File: config.mk
export PLATFORM = sky130hd
export DESIGN_NAME = sddt_cmd_arbiter
export DESIGN_NICKNAME = d
export VERILOG_FILES = /design/src/rtl/sddt_cmd_pkg.sv /design/src/rtl/axis_skid_buf.sv /design/src/rtl/sddt_cmd_arbiter.sv
export SDC_FILE = /design/constraint.sdc
export NUM_CORES = 1
export LEC_CHECK = 0
export CORE_AREA = 5 5 136 234
export CTS_CLUSTER_SIZE = 28
export DETAILED_ROUTE_END_ITERATION = 10
export DIE_AREA = 0 0 141 239
export GPL_ROUTABILITY_DRIVEN = 0
export PLACE_DENSITY = 0.86
export SYNTH_ARGS = -nofsm -noshare
export SYNTH_HDL_FRONTEND = slang
export SYNTH_HIERARCHICAL = 1
export SYNTH_SLANG_ARGS = --single-unit
export TNS_END_PERCENT = 1
File: constraint.sdc
create_clock -name axi_aclk -period 15.15 [get_ports axi_aclk]
set_input_delay 2.2725 -clock axi_aclk [delete_from_list [all_inputs] [get_ports axi_aclk]]
set_output_delay 2.2725 -clock axi_aclk [all_outputs]
set_load 0.005 [all_outputs]
File: src/rtl/sddt_cmd_pkg.sv
// Shared types and GPIO status-word layout for the sddt command ingress arbiter.
package sddt_cmd_pkg;

    typedef enum logic [0:0] {
        ST_IDLE  = 1'b0,
        ST_GRANT = 1'b1
    } arb_state_e;

    localparam int GPIO_CNT_LSB   = 0;
    localparam int GPIO_CNT_W     = 16;
    localparam int GPIO_PEND_LSB  = 16;
    localparam int GPIO_PEND_W    = 8;
    localparam int GPIO_GNT_LSB   = 24;
    localparam int GPIO_GNT_W     = 3;
    localparam int GPIO_BUSY_BIT  = 27;
    localparam int GPIO_TRUNC_BIT = 28;
    localparam int GPIO_OVF_BIT   = 29;
    localparam int GPIO_STALL_BIT = 30;

    // Channel index width; a single channel still gets a 1-bit tuser.
    function automatic int ch_width(input int n);
        return (n <= 1) ? 1 : $clog2(n);
    endfunction

endpackage

File: src/rtl/axis_skid_buf.sv
// Two-entry registered skid buffer: output is always a flop, 1 clk latency, 1 beat/clk sustained.
// up_rdy deasserts only when both entries are full; a stalled output holds its data.
module axis_skid_buf #(
    parameter int W = 8
) (
    input  logic         clk,
    input  logic         rst,
    input  logic [W-1:0] up_dat,
    input  logic         up_vld,
    output logic         up_rdy,
    output logic [W-1:0] dn_dat,
    output logic         dn_vld,
    input  logic         dn_rdy,
    output logic         empty
);

    logic [W-1:0] mem [2];
    logic         wr_ptr;
    logic         rd_ptr;
    logic [1:0]   cnt;
    logic         push;
    logic         pop;

    assign up_rdy = (cnt != 2'd2);
    assign dn_vld = (cnt != 2'd0);
    assign empty  = (cnt == 2'd0);
    assign dn_dat = mem[rd_ptr];
    assign push   = up_vld & up_rdy;
    assign pop    = dn_vld & dn_rdy;

    always_ff @(posedge clk or posedge rst) begin
        if (rst) begin
            mem[0] <= '0;
            mem[1] <= '0;
            wr_ptr <= 1'b0;
            rd_ptr <= 1'b0;
            cnt    <= 2'd0;
        end else begin
            if (push) begin
                mem[wr_ptr] <= up_dat;
                wr_ptr      <= ~wr_ptr;
            end
            if (pop) begin
                rd_ptr <= ~rd_ptr;
            end
            case ({push, pop})
                2'b10:   cnt <= cnt + 2'd1;
                2'b01:   cnt <= cnt - 2'd1;
                default: cnt <= cnt;
            endcase
        end
    end

endmodule

File: src/rtl/sddt_cmd_arbiter.sv
// Merges NUM_CH AXI-Stream command channels round-robin, burst-locked on tlast, forced release after MAX_BURST beats.
// 1 clk from accepted beat to m_axis_tvalid; s_axis_tready tracks skid space; SDDT_CMD_CH_TAG_EN stamps the channel into tdata[DATA_W-1 -: 3].
module sddt_cmd_arbiter
    import sddt_cmd_pkg::*;
#(
    parameter  int NUM_CH    = 2,
    parameter  int DATA_W    = 128,
    parameter  int MAX_BURST = 16,
    parameter  int CNT_W     = 16,
    localparam int CH_W      = ch_width(NUM_CH)
) (
    input  logic                     axi_aclk,
    input  logic                     sys_rst,
    input  logic [NUM_CH*DATA_W-1:0] s_axis_tdata,
    input  logic [NUM_CH-1:0]        s_axis_tvalid,
    input  logic [NUM_CH-1:0]        s_axis_tlast,
    output logic [NUM_CH-1:0]        s_axis_tready,
    output logic [DATA_W-1:0]        m_axis_tdata,
    output logic                     m_axis_tvalid,
    output logic                     m_axis_tlast,
    output logic [CH_W-1:0]          m_axis_tuser,
    input  logic                     m_axis_tready,
    input  logic [NUM_CH-1:0]        ch_enable,
    input  logic                     clr_stats,
    output logic [31:0]              gpio_out
);

    localparam int               BC_W       = (MAX_BURST <= 1) ? 1 : $clog2(MAX_BURST);
    localparam int               PAY_W      = DATA_W + 1 + CH_W;
    localparam logic [BC_W-1:0]  BURST_LAST = BC_W'(MAX_BURST - 1);
    localparam logic [CNT_W-1:0] CNT_TOP    = '1;

    arb_state_e       state_q, state_d;
    logic [CH_W-1:0]  grant_q, grant_d;
    logic [CH_W-1:0]  rr_ptr_q, rr_ptr_d;
    logic [BC_W-1:0]  burst_q, burst_d;

    logic [NUM_CH-1:0] cand;
    logic [CH_W-1:0]   pick;
    logic [CH_W-1:0]   idx;
    logic              pick_vld;

    logic              sel_vld;
    logic              sel_last;
    logic [DATA_W-1:0] sel_dat;
    logic [DATA_W-1:0] tag_dat;
    logic              accept;
    logic              forced;

    logic              buf_rdy;
    logic              buf_empty;
    logic [PAY_W-1:0]  buf_in;
    logic [PAY_W-1:0]  buf_out;

    logic [CNT_W-1:0]  beat_cnt;
    logic              trunc;
    logic              ovf;
    logic              m_hs;

    assign cand     = s_axis_tvalid & ch_enable;
    assign sel_vld  = s_axis_tvalid[grant_q];
    assign sel_last = s_axis_tlast[grant_q];
    assign sel_dat  = s_axis_tdata[grant_q*DATA_W +: DATA_W];

    // Search starts one past the last served channel so every enabled requester gets a turn.
    always_comb begin
        pick     = rr_ptr_q;
        pick_vld = 1'b0;
        idx      = rr_ptr_q;
        for (int i = 0; i < NUM_CH; i++) begin
            idx = (idx == CH_W'(NUM_CH - 1)) ? '0 : idx + 1'b1;
            if (!pick_vld && cand[idx]) begin
                pick     = idx;
                pick_vld = 1'b1;
            end
        end
    end

    always_ff @(posedge axi_aclk or posedge sys_rst) begin
        if (sys_rst) begin
            state_q  <= ST_IDLE;
            grant_q  <= '0;
            rr_ptr_q <= '0;
            burst_q  <= '0;
        end else begin
            state_q  <= state_d;
            grant_q  <= grant_d;
            rr_ptr_q <= rr_ptr_d;
            burst_q  <= burst_d;
        end
    end

    always_comb begin
        state_d       = state_q;
        grant_d       = grant_q;
        rr_ptr_d      = rr_ptr_q;
        burst_d       = burst_q;
        s_axis_tready = '0;
        accept        = 1'b0;
        forced        = 1'b0;
        case (state_q)
            ST_IDLE: begin
                if (pick_vld) begin
                    grant_d = pick;
                    burst_d = '0;
                    state_d = ST_GRANT;
                end
            end
            ST_GRANT: begin
                s_axis_tready[grant_q] = buf_rdy;
                accept = sel_vld & buf_rdy;
                if (accept) begin
                    if (sel_last || (burst_q == BURST_LAST)) begin
                        state_d  = ST_IDLE;
                        rr_ptr_d = grant_q;
                        forced   = ~sel_last;
                    end else begin
                        burst_d = burst_q + 1'b1;
                    end
                end
            end
            default: state_d = ST_IDLE;
        endcase
    end

    always_comb begin
        tag_dat = sel_dat;
`ifdef SDDT_CMD_CH_TAG_EN
        tag_dat[DATA_W-1 -: 3] = 3'(grant_q);
`endif
    end

    assign buf_in = {tag_dat, sel_last | forced, grant_q};

    axis_skid_buf #(
        .W (PAY_W)
    ) u_skid (
        .clk    (axi_aclk),
        .rst    (sys_rst),
        .up_dat (buf_in),
        .up_vld (accept),
        .up_rdy (buf_rdy),
        .dn_dat (buf_out),
        .dn_vld (m_axis_tvalid),
        .dn_rdy (m_axis_tready),
        .empty  (buf_empty)
    );

    assign {m_axis_tdata, m_axis_tlast, m_axis_tuser} = buf_out;
    assign m_hs = m_axis_tvalid & m_axis_tready;

    // A clear on the same cycle as a handshake or truncation wins.
    always_ff @(posedge axi_aclk or posedge sys_rst) begin
        if (sys_rst) begin
            beat_cnt <= '0;
            trunc    <= 1'b0;
            ovf      <= 1'b0;
        end else if (clr_stats) begin
            beat_cnt <= '0;
            trunc    <= 1'b0;
            ovf      <= 1'b0;
        end else begin
            if (m_hs) begin
                if (beat_cnt != CNT_TOP) begin
                    beat_cnt <= beat_cnt + 1'b1;
                end
                if (beat_cnt >= CNT_TOP - 1'b1) begin
                    ovf <= 1'b1;
                end
            end
            if (forced) begin
                trunc <= 1'b1;
            end
        end
    end

    always_comb begin
        gpio_out = '0;
        gpio_out[GPIO_CNT_LSB  +: GPIO_CNT_W]  = GPIO_CNT_W'(beat_cnt);
        gpio_out[GPIO_PEND_LSB +: GPIO_PEND_W] = GPIO_PEND_W'(s_axis_tvalid);
        gpio_out[GPIO_GNT_LSB  +: GPIO_GNT_W]  = GPIO_GNT_W'(grant_q);
        gpio_out[GPIO_BUSY_BIT]  = (state_q == ST_GRANT) | ~buf_empty;
        gpio_out[GPIO_TRUNC_BIT] = trunc;
        gpio_out[GPIO_OVF_BIT]   = ovf;
        gpio_out[GPIO_STALL_BIT] = m_axis_tvalid & ~m_axis_tready;
    end

endmodule

==> After elaboration in Yosys (flattened, before gate mapping) <==
Index checks and enable logic that the tools add are counted.
{ "totals": {"regBits": 289, "input_bits": 266, "elab_cells": 112, "output_inout_bits": 165} }
{ "op_classes": {"n_reduce_logical": 17, "n_bitwise": 16, "muxes": 44, "n_eq_ne": 8, "n_shift": 1, "addsub": 6, "order_cmp": 8} }
{ "op_table": {"columns": ["cell", "count"], "rows": [
  ["130-bit two-way mux", 4],
  ["260-bit bitwise mux", 1],
  ["256-bit by 9-bit variable part select with 128-bit output", 1],
  ["130-bit demux with 1-bit select", 1],
  ["16-bit two-way mux", 3],
  ["1-bit two-way mux", 27],
  ["16-bit by 1-bit adder with 16-bit output (second input constant)", 1],
  ["16-bit greater-or-equal comparator (second input constant)", 1],
  ["16-bit != test (second input constant)", 1],
  ["4-bit two-way mux", 3],
  ["2-bit nonzero test", 6],
  ["4-bit case mux with 2 select lines", 1],
  ["1-bit by 2-bit < comparator with 1-bit output (second input constant)", 3],
  ["2-bit != test (second input constant)", 3],
  ["1-bit inverter", 6],
  ["2-bit AND reduction", 3],
  ["3-bit AND reduction", 2],
  ["4-bit by 1-bit adder with 4-bit output (second input constant)", 1],
  ["1-bit AND", 4],
  ["2-bit AND", 2],
  ["4-bit equality test (second input constant)", 1],
  ["2-bit greater-or-equal comparator (second input constant)", 2],
  ["1-bit inverter with 2-bit output", 2],
  ["2-bit case mux with 2 select lines", 1],
  ["other kinds (16)", 20]
]} }

==> Longest topological paths before layout <==
{ "logic_depth": {"ltp_word": 10, "ltp_mapped": 9, "depth_no_buf": 8} }

==> Hierarchy <==
Netlist, hierarchy kept.
{ "modules_own_cells": {"columns": ["module", "n_inst", "cells_each", "area_per_inst_um2", "seq_area_each_um2"], "rows": [
  ["axis_skid_buf", 1, 714, 12371.9, 6606.3],
  ["sddt_cmd_arbiter", 1, 321, 3091.7, 625.6]
]} }

==> Least setup slack after synthesis <==
Ideal clock, no wire load.
{ "synth_timing": {"path_kind": "input -> output", "startpoint": "input port m_axis_tready", "endpoint": "output port gpio_out[30]", "path_buffers": 0, "arrival_time_ps": 2387, "path_slack_ps": 10490, "t_required_ps": 12878, "stages": 1, "path_cell_list": "nor2b_1"} }
{ "synth_via": {"elab_chain_cells": 2} }
{ "synth_rtl": {"columns": ["item", "line_no", "source"], "rows": [
  ["start, declared", "sddt_cmd_arbiter.sv:22", "input logic m_axis_tready,"],
  ["1-bit inverter", "sddt_cmd_arbiter.sv:185", "gpio_out[GPIO_STALL_BIT] = m_axis_tvalid & ~m_axis_tready;"],
  ["1-bit AND", "sddt_cmd_arbiter.sv:185", null],
  ["end, declared", "sddt_cmd_arbiter.sv:25", "output logic [31:0] gpio_out"]
]} }
Every way passes these cells.

==> Worst setup path after layout <==
{ "layout_timing": {"startpoint": "register u_skid.rd_ptr", "endpoint": "output port m_axis_tdata[80]"} }
{ "layout_via": {"elab_chain_cells": 4} }
{ "layout_rtl": {"columns": ["item", "line_no", "source"], "rows": [
  ["start, declared", "axis_skid_buf.sv:19", "logic rd_ptr;"],
  ["start signal, assigned", "axis_skid_buf.sv:44", "rd_ptr <= ~rd_ptr;"],
  ["1-bit inverter with 2-bit output (not written as such)", "axis_skid_buf.sv:27", "assign dn_dat = mem[rd_ptr];"],
  ["130-bit two-way mux (not written as such) (3 in a row)", "axis_skid_buf.sv:27", null],
  ["end, declared", "sddt_cmd_arbiter.sv:18", "output logic [DATA_W-1:0] m_axis_tdata,"]
]} }
Every way passes these cells. The select of a mux whose other input is x is not followed.

==> results by group <==
Setup path
  – Reg2Reg Depth: 5
  – Crit Path Max Fanout: a little under 70
  – FF-to-FF Start: grant_q
  – CP required: ~13 ns
  – Critical path's largest stage delay: ~1.1 ns
  – Terminus of the critical flop-to-flop path: u_skid/mem[241]
  – Worst R2R Setup Slack: roughly 11 ns
  – CP endpoint kind: output port
  – Setup crit start kind: flip-flop
  – Crit path kind: reg -> out
  – Crit path DAT: roughly 3.5 ns
  – CP cell instances: buf_4 > mux2_2 > clkdlybuf4s50_1
  – Slowest CP cell: dfrtp_4

Cells and area
  – Area delta synth->final: 32.6%
  – Most common cell after layout, fill and taps aside: clkdlybuf4s50_1
  – Share of cells above drive strength 1: approximately two fifths
  – Most frequent cells in the layout: clkdlybuf4s50_1 (421), mux2_2 (322), dfrtp_1 (287), mux2_4 (200), clkbuf_16 (29)
  – Post-layout instance count excluding filler cells: around 1800
  – # fillers: 2122
  – Utilization after layout: between 60% and 70%
  – Post-route cell area: between 20000 and 25000 um2
  – Nets: approximately 1700

Clocking
  – Clock Path Buffers: 3
  – Post-CTS sizing: 0
  – Post-CTS Setup Inserts: 0
  – H-tree levels: 1
  – TritonCTS clock tree: built
  – Hold_buf cts: 0
  – Clk_lat worst skew: roughly 0.54 ns
  – Root Driver: clkbuf_16
  – Clk sink count: 289
  – Clock-pin transition on the worst setup and hold timing paths: 0.07 ns
  – Total CTS buffers: 28

Routing
  – Starting DRT DRC Count: roughly 360
  – Initial DRT Pass Iterations: 6
  – Residual DRC: 0
  – Via density: between 5 and 6
  – Antenna viol nets, final: 0
  – Vias: 9961
  – WL met1: 15400 um
  – Top routing layer in use: met4
  – Avg WL per Cell: roughly 22 um
  – Met3 Routed Length: roughly 2300 um
  – Routed WL: about 40000 um
  – Met2 WL: 20800 um

Timing
  – RSZ-0062 raised after global routing: false
  – F_max: approximately 170 MHz
  – Final WS setup: ~9.4 ns
  – Final Max Tran Viols: 0
  – Setup violators final: 0
  – Setup TNS: 0 ns
  – Fin. Hold Viols: 0
  – Final Cycle Share: a little under two fifths
  – Clock Skews: between 0.01 and 0.015 ns
  – WHS: between 0.4 and 0.5 ns
  – Fin crit period: 5.74 ns
  – Slew @ Worst Pin: 1.16 ns
  – Max-slew headroom: approximately 22%

Global routing
  – Largest net degree at the start of global routing: ~110
  – Vias in the first global route: between 10000 and 15000
  – Gr usage total: ~23%
  – Global-route wire length before repair: around 60000 um
  – GRT overflow: 0
  – Antenna violations before repair: 2

Logic synthesis
  – Flop and latch count out of synthesis: 289
  – Cell Area, Synth: 15500 um2
  – Syn_area_per_cell: around 15 um2
  – Cells after Synth: between 1000 and 1500
  – Post-synth EDFFs: 0
  – Top_reg_cell synth: dfrtp_1
  – Synth Warn #: 6
  – Post-synthesis cell type count: 53
  – Share of flip-flops with an asynchronous set or reset: 100%
  – Post-synthesis sequential area ratio: 46.8%

Placement
  – Placed Cells incl. Taps: 1780
  – Setup Slack @ Placement: ~9.3 ns
  – Detailed Place HPWL: 28100 um
  – IO Port Bufs: 421
  – Placed cell area: 19600 um2

Power and ir drop
  – Power Density: 219 nW/um2
  – Total power draw: between 4 and 5 mW
  – Pleak: 8.60 nW
  – VDD IR max: about 0.00014 V

Run
  – Max-capacitance violation count: 0

Worst hold path
  – Worst Hold Class: reg -> reg
  – Hold path endpoint: u_skid/wr_ptr
  – Hold depth: 1
  – Hold wc startpoint: u_skid/wr_ptr

Floorplan
  – Initial Util: 51.8%
  – Die X: approximately 140 um
  – I/O pins: between 400 and 500
  – Number of cell rows: 84
  – DIE HEIGHT: between 200 and 250 um
  – Placeable Area: around 30000 um2
  – Die ar.: 33700 um2

Run status
  – Status: completed
## sequential cells by signal, indices dropped and copies added, names as in the netlist
signal         count
grant_q            1
rr_ptr_q           1
u_skid/cnt         2
trunc              1
ovf                1
u_skid/mem       260
state_q            1
u_skid/wr_ptr      1
beat_cnt          16
burst_q            4
u_skid/rd_ptr      1
## cells in the mapped netlist (3+ instances only)
library cell	instances	area, um2
or3_1	6	37.5
clkbuf_1	8	30.0
nor4_1	3	18.8
a21oi_1	15	75.1
buf_2	24	120
buf_4	14	105
nand3_1	7	35.0
or4_1	3	22.5
xnor2_1	3	26.3
buf_8	11	165
ha_1	4	50.1
nor2b_1	4	25.0
nand2_1	16	60.1
nand4_1	6	37.5
buf_1	9	33.8
o21bai_1	3	22.5
o21ai_0	10	50.1
dfrtp_1	289	7230
and3_1	4	25.0
o31ai_1	3	22.5
mux2_2	322	3630
inv_1	10	37.5
mux2_4	200	3000
and4_1	5	43.8
a31oi_1	3	18.8
buf_12	11	220
nor2_1	8	30.0
## cell families (layout without fill, tap and decap cells)
group,after synthesis,in the layout,share of synthesized area (%)
AOI/OAI and AO/OA,46,46,1.87
other,1,11,0.0243
muxes,523,523,42.9
adders and majority gates,4,4,0.324
DFF,289,289,46.8
xor gates and xnor gates,5,5,0.283
and+or+nand+nor,78,78,3.05
buffers and inverters,89,489,4.75
## final cells by class
cell class,count,area (um2),area share (%)
tap,387,484,2.36
timing repair buffer,429,4270,20.8
antenna,2,5.00,0.0244
inverter,10,45.0,0.220
sequential,289,7240,35.3
multi-input combinational,665,7530,36.7
clock buffer,42,835,4.07
clock inverter,8,93.8,0.458
## routing by layer
metal / vias to the layer above / track usage [%]
li1: 4511 / -
met1: 5058 / 26.6
met2: 323 / 40.1
met3: 69 / 4.30
met4: 0 / 9.29
met5: - / 0
## critical path, delay by kind of cell, from the launching register on
kind / cells / cell delay [ns]
buffers and inverters: 2 / 1.37
DFF: 1 / 1.07
muxes: 1 / 0.41
## worst max path at each step
| stage | to | from | slack [ns] | cells after the start |
|---|---|---|---|---|
| final | m_axis_tdata[80] | u_skid/rd_ptr | 9.41 | 3 |
| after floorplan | u_skid/cnt[0] | sys_rst | 5.61 | 1 |
| after detailed placement | u_skid/mem[241] | s_axis_tvalid[1] | 9.31 | 6 |
| after global placement | u_skid/mem[243] | s_axis_tvalid[0] | 9.39 | 6 |
| after global routing | m_axis_tdata[80] | u_skid/rd_ptr | 9.27 | 3 |
| after CTS | m_axis_tdata[80] | u_skid/rd_ptr | 9.32 | 3 |
## power by group
part	switching (mW)	internal, mW	total [mW]
logic	0.804	1.56	2.36
registers	0.277	1.15	1.43
clock network	0.291	0.413	0.705
Power figures use the tool's default switching activity.
